[config.mk]
export PLATFORM = sky130hd
export DESIGN_NAME = gnrl_skid_buf
export DESIGN_NICKNAME = d
export VERILOG_FILES = /design/src/rtl/gnrl_skid_buf_pkg.sv /design/src/rtl/gnrl_dffl.sv /design/src/rtl/gnrl_skid_buf.sv
export SDC_FILE = /design/constraint.sdc
export NUM_CORES = 1
export LEC_CHECK = 0
export CORE_ASPECT_RATIO = 0.5
export CORE_MARGIN = 2
export CORE_UTILIZATION = 39
export DETAILED_ROUTE_END_ITERATION = 8
export HOLD_SLACK_MARGIN = 0.06
export PLACE_DENSITY = 0.71
export SKIP_LAST_GASP = 1
export SYNTH_ARGS = -nofsm -noshare
export SYNTH_HDL_FRONTEND = slang
export SYNTH_SLANG_ARGS = --single-unit
export TNS_END_PERCENT = 20
[constraint.sdc]
create_clock -name clk -period 2.05 [get_ports clk]
set_input_delay 0.615 -clock clk [delete_from_list [all_inputs] [get_ports clk]]
set_output_delay 0.615 -clock clk [all_outputs]
set_load 0.1 [all_outputs]
[src/rtl/gnrl_skid_buf_pkg.sv]
// Shared general definitions for the skid buffer: controller state encodings.
package gnrl_skid_buf_pkg;

    // Encodings double as the held-entry count (0, 1, 2).
    typedef enum logic [1:0] {
        SKID_EMPTY = 2'b00,
        SKID_ONE   = 2'b01,
        SKID_FULL  = 2'b10
    } skid_state_e;

endpackage

[src/rtl/gnrl_dffl.sv]
// General load-enable flop without reset; holds its value when lden is low.
module gnrl_dffl #(
    parameter int DW = 32
) (
    input  logic          clk,
    input  logic          lden,
    input  logic [DW-1:0] dnxt,
    output logic [DW-1:0] qout
);

    // NOTE: datapath registers carry no reset; validity is tracked by the
    // controller state, so resetting them only costs routing and power.
    always_ff @(posedge clk) begin
        if (lden) begin
            qout <= dnxt;
        end
    end

endmodule

[src/rtl/gnrl_skid_buf.sv]
// Two-entry skid buffer: registered i_ready, head served from MAIN, overflow in SKID.
module gnrl_skid_buf
    import gnrl_skid_buf_pkg::*;
#(
    parameter int DATA_WIDTH = 32
) (
    input  logic                  clk,
    input  logic                  rst_n,
    input  logic                  flush,
    input  logic                  i_valid,
    output logic                  i_ready,
    input  logic [DATA_WIDTH-1:0] i_data,
    output logic                  o_valid,
    input  logic                  o_ready,
    output logic [DATA_WIDTH-1:0] o_data,
    output logic [1:0]            o_count
);

    skid_state_e           state_q;
    skid_state_e           state_nxt;
    logic                  ready_q;
    logic                  in_fire;
    logic                  out_fire;
    logic                  main_en;
    logic                  skid_en;
    logic [DATA_WIDTH-1:0] main_d;
    logic [DATA_WIDTH-1:0] main_q;
    logic [DATA_WIDTH-1:0] skid_q;

    assign in_fire  = i_valid && ready_q;
    assign out_fire = o_valid && o_ready;

    // NOTE: every signal written here gets a default first, so no path through
    // the case statement leaves one unassigned and infers a latch.
    always_comb begin
        state_nxt = state_q;
        main_en   = 1'b0;
        skid_en   = 1'b0;
        main_d    = i_data;
        case (state_q)
            SKID_EMPTY: begin
                if (in_fire) begin
                    state_nxt = SKID_ONE;
                    main_en   = 1'b1;
                end
            end
            SKID_ONE: begin
                if (in_fire && !out_fire) begin
                    state_nxt = SKID_FULL;
                    skid_en   = 1'b1;
                end else if (in_fire && out_fire) begin
                    main_en = 1'b1;
                end else if (out_fire) begin
                    state_nxt = SKID_EMPTY;
                end
            end
            SKID_FULL: begin
                if (out_fire) begin
                    state_nxt = SKID_ONE;
                    main_en   = 1'b1;
                    main_d    = skid_q;
                end
            end
            default: state_nxt = SKID_EMPTY;
        endcase
        if (flush) begin
            state_nxt = SKID_EMPTY;
        end
    end

    // NOTE: sequential state uses non-blocking assignments so every flop
    // samples pre-edge values regardless of statement order.
    always_ff @(posedge clk) begin
        if (!rst_n) begin
            state_q <= SKID_EMPTY;
            ready_q <= 1'b0;
        end else begin
            state_q <= state_nxt;
            // Registered copy of "not FULL next cycle"; it first rises at the
            // first posedge after reset release.
            ready_q <= (state_nxt != SKID_FULL);
        end
    end

    gnrl_dffl #(.DW(DATA_WIDTH)) u_main (
        .clk  (clk),
        .lden (main_en),
        .dnxt (main_d),
        .qout (main_q)
    );

    gnrl_dffl #(.DW(DATA_WIDTH)) u_skid (
        .clk  (clk),
        .lden (skid_en),
        .dnxt (i_data),
        .qout (skid_q)
    );

    assign i_ready = ready_q;
    assign o_valid = (state_q != SKID_EMPTY);
    assign o_data  = main_q;
    assign o_count = 2'(state_q);

endmodule
Word-level counts from Yosys, hierarchy flattened
Index checks and enable logic that the tools add are counted.
Storage, ports and cells
  bits in registers: 67
  latch bits: 0
  memory bits (writable): 0
  memory bits (read-only): 0
  output and inout port bits: 36
  word-level logic and storage cells: 30
  memories: 0
Cells by class
  $add $sub $neg: 0
  multiply operators: 0
  div/mod/pow operators: 0
  magnitude comparators: 0
  eq/ne operators: 3
  shift operators: 0
  muxes and demuxes: 16
  bitwise operators: 0
  reduce and logical (&&, ||, !) cells: 7
Operators by type and width (count)
  $mux W32: 2
  $mux W2: 6
  $mux W1: 6
  $pmux W2 S3: 1
  $logic_and A1 B1 Y1: 4
  $pmux W1 S3: 1
  $eq A2 B1 Y1 const B: 1
  $eq A2 B2 Y1 const B: 1
  $logic_not A2 Y1: 1
  $ne A2 B2 Y1 const B: 1
  $reduce_bool A2 Y1: 1
  $logic_not A1 Y1: 1

Logic depth before layout (Yosys ltp)
Gate-level depths: netlist of the first run.
  depth after elaboration: 8
  depth in mapped cells: 4
  gate-level depth less buffers: 3

Cells and area by module
A second synthesis of the first run with hierarchy kept.
Second synthesis, totals
  cells, all modules: 118
  area, all modules: 2631.3 µm²
Modules (own cells, without submodules)
  gnrl_dffl: instances 2, cells each 32, area an instance 960.9 µm²
  gnrl_skid_buf: instances 1, cells each 54, area an instance 709.4 µm²

Least setup slack after synthesis of the first run
No wires, ideal clock.
  path type: reg-to-reg
  start: register state_q[0], in the netlist o_count[0]
  end: register u_main.qout[0], enable pin
  setup time: 0.561 ns
  data arrival time: 2.256 ns
  slack: -0.768 ns
  cell stages (with the launch flop): 4
  path buffers: 1
  period minus slack after synthesis: 2.818 ns
  cell sequence: dfxtp_1 > nand3b_4 > buf_6 > nand3_1
On the way
  longest elaborated chain between the ends: 6
  elaborated cells on any way between the ends: 12
Ends and longest elaborated chain
  start: declaration: RTL line gnrl_skid_buf.sv:19  | skid_state_e state_q;
  start signal: assignment: RTL line gnrl_skid_buf.sv:78  | state_q <= state_nxt;
  $reduce_bool A2 Y1: RTL line gnrl_skid_buf.sv:100  | assign o_valid = (state_q != SKID_EMPTY);
  $logic_and A1 B1 Y1: RTL line gnrl_skid_buf.sv:31  | assign out_fire = o_valid && o_ready;
  $logic_and A1 B1 Y1 / $logic_not A1 Y1 (equally long branches): RTL line gnrl_skid_buf.sv:51, gnrl_skid_buf.sv:48
  $mux W1 / $logic_and A1 B1 Y1 (equally long branches): RTL line gnrl_skid_buf.sv:51, gnrl_skid_buf.sv:48
  $mux W1: RTL line gnrl_skid_buf.sv:48  | if (in_fire && !out_fire) begin
  $pmux W1 S3 (*): RTL line gnrl_skid_buf.sv:40  | case (state_q)
  via main_en: RTL line gnrl_skid_buf.sv:24  | logic main_en;
  end signal: assignment: RTL line gnrl_dffl.sv:15  | qout <= dnxt;
  end: declaration: RTL line gnrl_dffl.sv:8  | output logic [DW-1:0] qout
The timed path passes the listed nets; every way through them passes the cells marked *.
A chain may end at the register's enable or synchronous reset.

Worst setup path in the final report of the first run
  start: register state_q[1], in the netlist o_count[1]
  end: output port o_valid
On the way
  longest elaborated chain between the ends: 1
Ends and longest elaborated chain
  $reduce_bool A2 Y1: RTL line gnrl_skid_buf.sv:100
  end: declaration: RTL line gnrl_skid_buf.sv:13  | output logic o_valid,
Every way passes these cells.

==> flow_metrics.tcl, run 1 <==
set metrics [dict create \
    clk_path_buf_depth 2 \
    syn-cell-area_sq_um 2500 \
    grt_first_pass_wirelength_mm 7.26 \
    ctsHoldBuffers 0 \
    report.final.hold_viol_count 0 \
    cts_root_buf "clkbuf_16" \
    core.rowCount 20 \
    fillers 406 \
    die_y_um 60.7 \
    min_from "u_skid.qout[3]" \
    max_freq_mhz 558 \
    finalClockSkew_ns 0.00234 \
    whs_ns 0.547 \
    ioPinCount 73 \
    reg2reg_slack_ns 0.60 \
    crit_chain "or2_2 -> buf_12" \
    dpl.hpwl_mm 3.36 \
    grt_overflow 0 \
    crit_fanout 7 \
    syn2layout_area_growth_pct 64.1 \
    yosys_warnings 0 \
    dr.pass1.iters 4 \
    ys_top_cells_by_area "edfxtp_1 77%, mux2_2 14%, dfxtp_1 2.4%, buf_6 1.3%, mux2i_1 0.80%" \
    die_w_um 117 \
    period_share_pct 87.5 \
    hold_class "register to register" \
    drc 0 \
    grt_max_degree 20 \
    layout_common_cells "64 x edfxtp_1, 41 x buf_12, 36 x clkdlybuf4s50_1" \
    cts_made_buffers 9 \
    drive_gt1_share_pct 46.9 \
    dr_total_vias 1387 \
    syn-num-nets 155 \
    synth.avg_cell_area_sq_um 21.2 \
    final_common_cell "edfxtp_1" \
    r2r-end "u_main.qout[21]" \
    cpMaxStageDelayCell "dfxtp_2" \
    power_leakage_nw 1.52 \
    io_buffers 72 \
    start_util_pct 40.8 \
    crit_arrival_ns 1.18 \
    gp_congestion 0.808 \
    worstHoldPathCells 1 \
    n_antenna_cell 0 \
    ant_nets 0 \
    rsz0062_at_grt "false" \
    netlist.area_leader.share_pct 76.8 \
    use_met1_pct 15.4 \
    synth.distinct_cells 18 \
    status "completed" \
    slowest_delay_ns 0.37 \
    grt_use_total_pct 13.7 \
    period_needed_ns 1.79 \
    cts_tree "built" \
    worstMarginPinSlew_ns 0.325 \
    totalWireLength_mm 4.77 \
    synth_seq_cells 67 \
    powerDensity_nw_per_um2 922 \
    slew_violations 0 \
    vdd_drop_max_v 0.000512 \
    clk_latency_ns 0.31 \
    cts.clk_slew.worst_paths_ns 0.05 \
    start_kind "register" \
    busiest_layer "met2" \
    relSlewSlack_pct 78.1 \
    reg2reg_from "o_count[0]" \
    antenna_found_initial 0 \
    ctsResizeCount 0 \
    worst_r2r_path_depth 3 \
    cap_violations 0 \
    avgRoutedWirePerCell_um 15.9 \
    cp-end-kind "output pin" \
    postCtsSetupBuffers 0 \
    fin_nets 243 \
    fp.coreArea_sq_um 6130 \
    postSynthCellCount 118 \
    yosysTopAreaCell "edfxtp_1" \
    met3_usage_pct 4.70 \
    grt_util_met2_pct 26.0 \
    crit_required_ns 1.43 \
    yosysSeqAreaShare_pct 79.2 \
    die_area_sq_um 7120 \
    viasPerCell 4.64 \
    grt_pass1_vias 1479 \
    crit_type "register to output pin" \
    drtIter0Drc 60 \
    fin_tns_setup_ns 0 \
    clock_sinks 67 \
    setup_violations 0 \
    holdPathEnd "u_main.qout[3]" \
    htree_levels 3 \
]
-- flip-flops by register name, summed over array words and instances (netlist names) --
signal,flops
i_ready,1
u_skid.qout,32
o_count,2
u_main.qout,32
-- per-stage QoR --
step | power, mW | setup WS (ns) | instance area [sq um] | std cells | utilization (%)
floorplan | 1.96 | 0.0337 | 2510 | 118 | -
finish | 3.79 | 0.256 | 4110 | 299 | 67.0
detailed placement | 2.27 | -0.0373 | 3790 | 283 | 61.9
global route | 3.89 | 0.217 | 4110 | 299 | 67.0
global placement | 2.26 | -0.00334 | 3790 | 283 | 61.9
CTS | 3.82 | 0.239 | 4110 | 299 | 67.0
-- synthesized netlist by cell type --
cell	instances
edfxtp_1	64
mux2_2	32
buf_6	3
dfxtp_1	3
mux2i_1	2
nand2_1	2
a211o_1	1
and2_1	1
and3b_1	1
inv_1	1
nand3_1	1
nand3b_4	1
nand4bb_1	1
nor2b_1	1
nor4_1	1
o31a_1	1
o41ai_1	1
or2_2	1
-- worst max-delay path by stage --
stage                     from              end  slack (ns)
global route        o_count[1]          o_valid        0.22
finish              o_count[1]          o_valid        0.26
detailed placement     o_ready   u_skid.qout[5]       -0.04
CTS                 o_count[1]          o_valid        0.24
floorplan           o_count[0]   u_main.qout[0]        0.03
global placement       o_ready  u_skid.qout[13]      -0.003
-- layer usage --
metal | part of all wire, % | wire length, um
met2 | 54 | 2560
met5 | 0 | 0
met3 | 3.6 | 170
met1 | 42 | 2010
met4 | 0.46 | 22
-- power by group --
part	internal, mW	switching [mW]
sequential	1.56	0.0373
clock	1.03	0.511
combinational	0.260	0.383
-- kinds of logic (layout without fill, tap and decap cells) --
family	Yosys count	count (layout)	synth area share [%]
multiplexers	34	34	15.2
AND/OR/NAND/NOR	10	10	3.10
buffers and inverters	4	97	1.50
flip-flops	67	67	79.2
AO/OA/AOI/OAI	3	3	1.05
-- area by class of cell --
type	instances	area, sq um	share of cell area [%]
Clock buffer	12	267	6.49
Clock inverter	4	47.5	1.16
Inverter	1	3.75	0.0914
Multi-Input combinational cell	47	490	11.9
Sequential cell	67	1990	48.3
Tap cell	88	110	2.68
Timing Repair Buffer	80	1200	29.3
-- critical path, delay by kind of cell (launching register included) --
kind	cells	cell delay, ns
AND/OR/NAND/NOR	1	0.31
flip-flops	1	0.37
buffers and inverters	1	0.17
(Power assumes the default switching activity.)
==> run 2, diff against run 1 <==
--- a/config.mk
+++ b/config.mk
@@ -7,10 +7,10 @@
 export LEC_CHECK = 0
 export CORE_ASPECT_RATIO = 0.5
 export CORE_MARGIN = 2
-export CORE_UTILIZATION = 39
+export CORE_UTILIZATION = 42
 export DETAILED_ROUTE_END_ITERATION = 8
 export HOLD_SLACK_MARGIN = 0.06
-export PLACE_DENSITY = 0.71
+export PLACE_DENSITY = 0.76
 export SKIP_LAST_GASP = 1
 export SYNTH_ARGS = -nofsm -noshare
 export SYNTH_HDL_FRONTEND = slang
==> constraint.sdc (replaced) <==
create_clock -name clk -period 1.6 [get_ports clk]
set_input_delay 0.48 -clock clk [delete_from_list [all_inputs] [get_ports clk]]
set_output_delay 0.48 -clock clk [all_outputs]
set_load 0.1 [all_outputs]
==> flow_metrics.tcl, run 2 (synthesis results as in run 1) <==
set metrics [dict create \
    crit_arrival_ns 1.62 \
    grt_use_total_pct 18.3 \
    clk_path_buf_depth 2 \
    start_util_pct 44.6 \
    setup_violations 0 \
    ioPinCount 73 \
    power_leakage_nw 1.55 \
    crit_chain "clkdlybuf4s50_1 -> and3b_2 -> and2_4 -> clkbuf_16" \
    design_area_sq_um 4160 \
    n_antenna_cell 0 \
    htree_levels 3 \
    startpoint "i_valid" \
    min_from "u_skid.qout[23]" \
    clock_sinks 67 \
    antenna_found_initial 0 \
    die_area_sq_um 6630 \
    powerDensity_nw_per_um2 1150 \
    viasPerCell 5.08 \
    slowest_delay_ns 0.51 \
    report.final.hold_viol_count 0 \
    grt_first_pass_wirelength_mm 8.65 \
    regArea_sq_um 1990 \
    crit_required_ns 1.64 \
    reg2reg_from "o_count[0]" \
    cap_violations 0 \
    setup_slack_ns 0.0253 \
    worstMarginPinSlew_ns 0.264 \
    dr_total_vias 1457 \
    cpMaxStageDelayCell "clkdlybuf4s50_1" \
    dpl.hpwl_mm 3.40 \
    grt_overflow 0 \
    syn2layout_area_growth_pct 66.0 \
    ant_nets 0 \
    hold_class "register to register" \
    max_freq_mhz 635 \
    cts_made_buffers 9 \
    drc 4 \
    slew_violations 0 \
    clk_latency_ns 0.33 \
    fillers 325 \
    place_area_sq_um 3800 \
    layout_common_cells "64 x edfxtp_1, 42 x buf_12, 35 x clkdlybuf4s50_1" \
    status "finished, violations left" \
    gp_congestion 0.797 \
    crit_fanout 7 \
    fin_tns_setup_ns 0 \
    multiInputGateArea_sq_um 505 \
    drive_gt1_share_pct 47.7 \
    period_needed_ns 1.57 \
    cts.clk_slew.worst_paths_ns 0.05 \
    final_common_cell "edfxtp_1" \
    vdd_drop_max_v 0.000623 \
    cts_root_buf "clkbuf_16" \
    cp-end-kind "register" \
    die_w_um 113 \
    drtIter0Drc 87 \
    reg2reg_slack_ns 0.11 \
    relSlewSlack_pct 82.2 \
    start_kind "input port" \
    crit_type "input port to register" \
    totalWireLength_mm 5.61 \
    dr.pass1.iters 6 \
    finalClockSkew_ns 0.00492 \
    post-place-ws_ns -0.360 \
    post-route-util_pct 74.1 \
    period_share_pct 98.4 \
    die_y_um 58.6 \
    core.rowCount 19 \
    io_buffers 72 \
    fp.coreArea_sq_um 5610 \
    grt_max_degree 18 \
    grt_pass1_vias 1530 \
    violations "design-rule violations" \
    avgRoutedWirePerCell_um 19.6 \
    cts_tree "built" \
    fin_nets 246 \
]
==> run 2: cell types whose count changed in the layout (fill, tap and decap cells not counted), moves of 2 or more <==
cell       previous run  this run
clkbuf_8              3         0
dfxtp_2               3         0
dfxtp_4               0         3
clkbuf_16             9        11
==> run 2: critical path: cells and delay by family <==
kind | cells | cell delay, ns
AND/OR/NAND/NOR | 2 | 0.44
buffers and inverters | 2 | 0.69
==> run 2: timing repair <==
item | 4_1_cts | 5_1_grt
gates cloned | 0 | 2
endpoints found under the setup margin | 32 | 64
resized for setup | 1 | 2
buffers inserted | 2 | 0
hold buffers | 0 | 0
pin swaps | 0 | 1
==> run 2: worst paths after layout <==
kind	end	cells past startpoint
worst min register to register	u_main.qout[23]	1
worst max-delay path	u_skid.qout[28]	4
worst max register to register	u_main.qout[1]	4
worst min-delay path	u_main.qout[23]	1
==> run 2: layer usage <==
layer	global-route usage (%)	vias up	wire length [um]
met2	31.0	40	2890
met5	0	-	0
met3	6.69	13	274
li1	-	661	-
met1	21.8	743	2340
met4	7.84	0	101
==> run 2: final cells by class <==
type,count,share of cell area [%]
well taps,73,2.20
flip-flops and latches,67,48.0
clock inverters,6,1.36
multi-input cells,47,12.2
inverters,1,0.0903
clock buffers,10,5.51
repair buffers,83,30.7
==> run 2: stage by stage <==
stage                     hold WS, ns  power (mW)  instances
final                           0.546        4.76        287
after global routing            0.559        4.90        287
after CTS                       0.548        4.80        285
after detailed placement        0.531        2.90        267
after global placement          0.515        2.89        267
after floorplan                 0.525        2.51        118
==> run 2: power by group <==
part	internal, mW	switching [mW]	leakage, nW
Sequential	2.00	0.0464	0.619
Combinational	0.338	0.499	0.790
Clock	1.19	0.691	0.140
==> run 3, diff against run 2 <==
--- a/config.mk
+++ b/config.mk
@@ -5,6 +5,7 @@
 export SDC_FILE = /design/constraint.sdc
 export NUM_CORES = 1
 export LEC_CHECK = 0
+export CAP_MARGIN = 20
 export CORE_ASPECT_RATIO = 0.5
 export CORE_MARGIN = 2
 export CORE_UTILIZATION = 42
==> results of run 3 <==
No change in the layout: final DEF, timing and power equal those of run 2.
==> RTL change (flow settings as in run 2) <==
Put a register stage on the output `o_count`, cleared by the reset. The value now appears one clock later. The other outputs are not delayed to match.
--- a/src/rtl/gnrl_skid_buf.sv
+++ b/src/rtl/gnrl_skid_buf.sv
@@ -100,5 +100,11 @@
     assign o_valid = (state_q != SKID_EMPTY);
     assign o_data  = main_q;
-    assign o_count = 2'(state_q);
+    always_ff @(posedge clk) begin
+        if (!rst_n) begin
+            o_count <= '0;
+        end else begin
+            o_count <= 2'(state_q);
+        end
+    end
 
 endmodule
Formal check against the unedited RTL: not equivalent (a bounded check fails within 4 cycles, from zero or initial values and one cycle with rst_n low).
==> RTL change against run 2 <==
Area after synthesis up 2.1%; largest cell class unchanged; clock skew down 0.0011 ns; power up 4.7%; count of clock-buffer cells in the layout down 1; die area up 2.0%; wire length down 6.6%; sequential power up 3%; final area up 1.7%; sequential cell count up 2; combinational power down 1%; setup slack about the same.
==> RTL change: results (changes against run 2) <==
Die Wd - 114 um (was 113 um)
Fin cells - 293 (was 287)
Largest net degree at the start of global routing - 19 (was 18)
Largest regs - u_main.qout (32), u_skid.qout (32)
Worst-skew pair later-pin latency - 0.32 ns
WHS - 0.538 ns (was 0.546 ns)
DP Area - 0.00385 mm^2 (was 0.00380 mm^2)
Port Buffer Count - 72 (unchanged)
Post-CTS Setup Bufs - 0 (was 2)
Async SR Flop Fraction - 0% (unchanged)
Syn Inst Count - 122 (was 118)
TritonCTS Buffers - 9 (unchanged)
Final nets - 248 (was 246)
Status - finished, final reports clean (was finished, violations left)
Clock-pin slew on the worst setup and hold paths - 0.05 ns (about the same)
Number of DRC markers in iteration 0 - 71 (was 87)
First-pass GRT wire length - 7.69 mm (was 8.65 mm)
Hold crit path type - reg2reg (unchanged)
Diode count - 0 (unchanged)
Synthesized Nets - 159 (was 155)
CP max FO - 6 (was 7)
Crit-path leading delay family - flip-flops (was buffers and inverters)
Clock tree buffer depth - 2 (unchanged)
Routed length per instance - 17.9 um (was 19.6 um)
Slowest stage cell, crit path - dfxtp_2 (was clkdlybuf4s50_1)
Sequential fraction of the synthesis area - 79.1% (was 79.2%)
Crit-path max cell delay - 0.35 ns (was 0.51 ns)
Worst hold endpoint - o_count[0] (was u_main.qout[23])
Antenna violations before repair - 0 (unchanged)
Worst reg2reg path startpoint - state_q[0] (was o_count[0])
Fillers - 356 (was 325)
Peak VDD IR - 0.494 mV (was 0.623 mV)
Most common cell in the synthesized netlist - edfxtp_1 (unchanged)
First-pass DRT Iterations - 5 (was 6)
CTS Root Cell - clkbuf_16 (unchanged)
GPL Wtd Cong - 0.769 (was 0.797)
Reg2reg setup slack - 0.22 ns (was 0.11 ns)
Layout cells sized above 1 - 46.3% (was 47.7%)
Cells after DPL - 275 (was 267)
Hold Path Cell Cnt - 1 (unchanged)
HPWL after DPL - 3.40 mm (about the same)
Register-to-Register Path Depth - 3 (was 4)
Synth top cells by count - edfxtp_1, mux2_2, dfxtp_1 (was edfxtp_1, mux2_2, buf_6, dfxtp_1)
Critical Path AT - 1.09 ns (was 1.62 ns)
H-tree levels - 3 (unchanged)
Area contributors post-synth - edfxtp_1, mux2_2, dfxtp_1 (unchanged)
Ys Warns - 0 (unchanged)
Skew final - 0.00377 ns (was 0.00492 ns)
GRT Resource Usage Total - 15.7% (was 18.3%)
Max cap viols - 0 (unchanged)
Worst R2R End - u_main.qout[16] (was u_main.qout[1])
Critical hold path startpoint - state_q[0] (was u_skid.qout[23])
Worst slew pin tran - 0.271 ns (was 0.264 ns)
Vias in the first global route - 1464 (was 1530)
Post-synth EDFFs - 64 (unchanged)
Unique masters post-synth - 18 (unchanged)
Pleak - 1.57 nW (was 1.55 nW)
Via density - 4.97 (was 5.08)
==> RTL change: cell count changes after synthesis <==
cell / before / now
and2_1: 1 / 3
dfxtp_1: 3 / 5
==> RTL change: layer usage <==
| metal | track usage (%) | wire (um) |
|---|---|---|
| met2 | 26.6 | 2720 |
| met5 | 0 | 0 |
| met1 | 18.9 | 2240 |
| met4 | 7.49 | 87 |
| met3 | 4.91 | 190 |
==> RTL change: cell families after synthesis <==
group / Yosys count / synth area share (%)
flip-flops: 69 / 79.1
AO/OA/AOI/OAI: 3 / 1.03
buffers and inverters: 4 / 1.47
AND/OR/NAND/NOR: 12 / 3.52
multiplexers: 34 / 14.9
==> RTL change: metrics by stage <==
| stage | setup slack [ns] | TNS, ns |
|---|---|---|
| after floorplan | 0.114 | 0 |
| after global placement | -0.291 | -26.26 |
| after detailed placement | -0.329 | -29.63 |
| after CTS | 0.00469 | 0 |
| after global routing | -0.00221 | -0.00221 |
| final | 0.0250 | 0 |
==> RTL change: cell type report <==
type	instances	area, um^2	area share [%]
sequential	69	2030	48.0
timing repair buffer	81	1260	29.8
multi-input combinational	49	523	12.4
clock buffer	9	225	5.33
tap	77	96.3	2.28
clock inverter	7	88.8	2.10
inverter	1	3.75	0.0888
==> RTL change: worst reg2reg max path, cell delays in order, from the launching register on <==
cell and delay [ns]:
dfxtp_2 0.38, nand3b_4 0.21, buf_12 0.17, mux2_2 0.37
==> RTL change: report_power, final <==
group | switching, mW | total [mW] | internal (mW)
logic | 0.491 | 0.826 | 0.335
clock network | 0.708 | 2.06 | 1.35
registers | 0.0489 | 2.10 | 2.05
==> RTL change: worst max-delay path by stage <==
stage | slack [ns] | from | depth (start not counted) | to
after floorplan | 0.11 | i_ready | 3 | u_main.qout[0]
after global placement | -0.29 | o_ready | 5 | u_skid.qout[13]
after detailed placement | -0.33 | o_ready | 5 | u_skid.qout[20]
after CTS | 0.005 | o_ready | 5 | u_skid.qout[27]
after global routing | -0.002 | state_q[1] | 2 | o_valid
final | 0.03 | state_q[0] | 2 | o_valid
==> RTL change: timing repair <==
item | in CTS | in global routing
pin swaps | 0 | 1
endpoints found under the setup margin | 1 | 33
gates resized for setup | 3 | 4
gates cloned | 0 | 2
hold buffers | 0 | 0
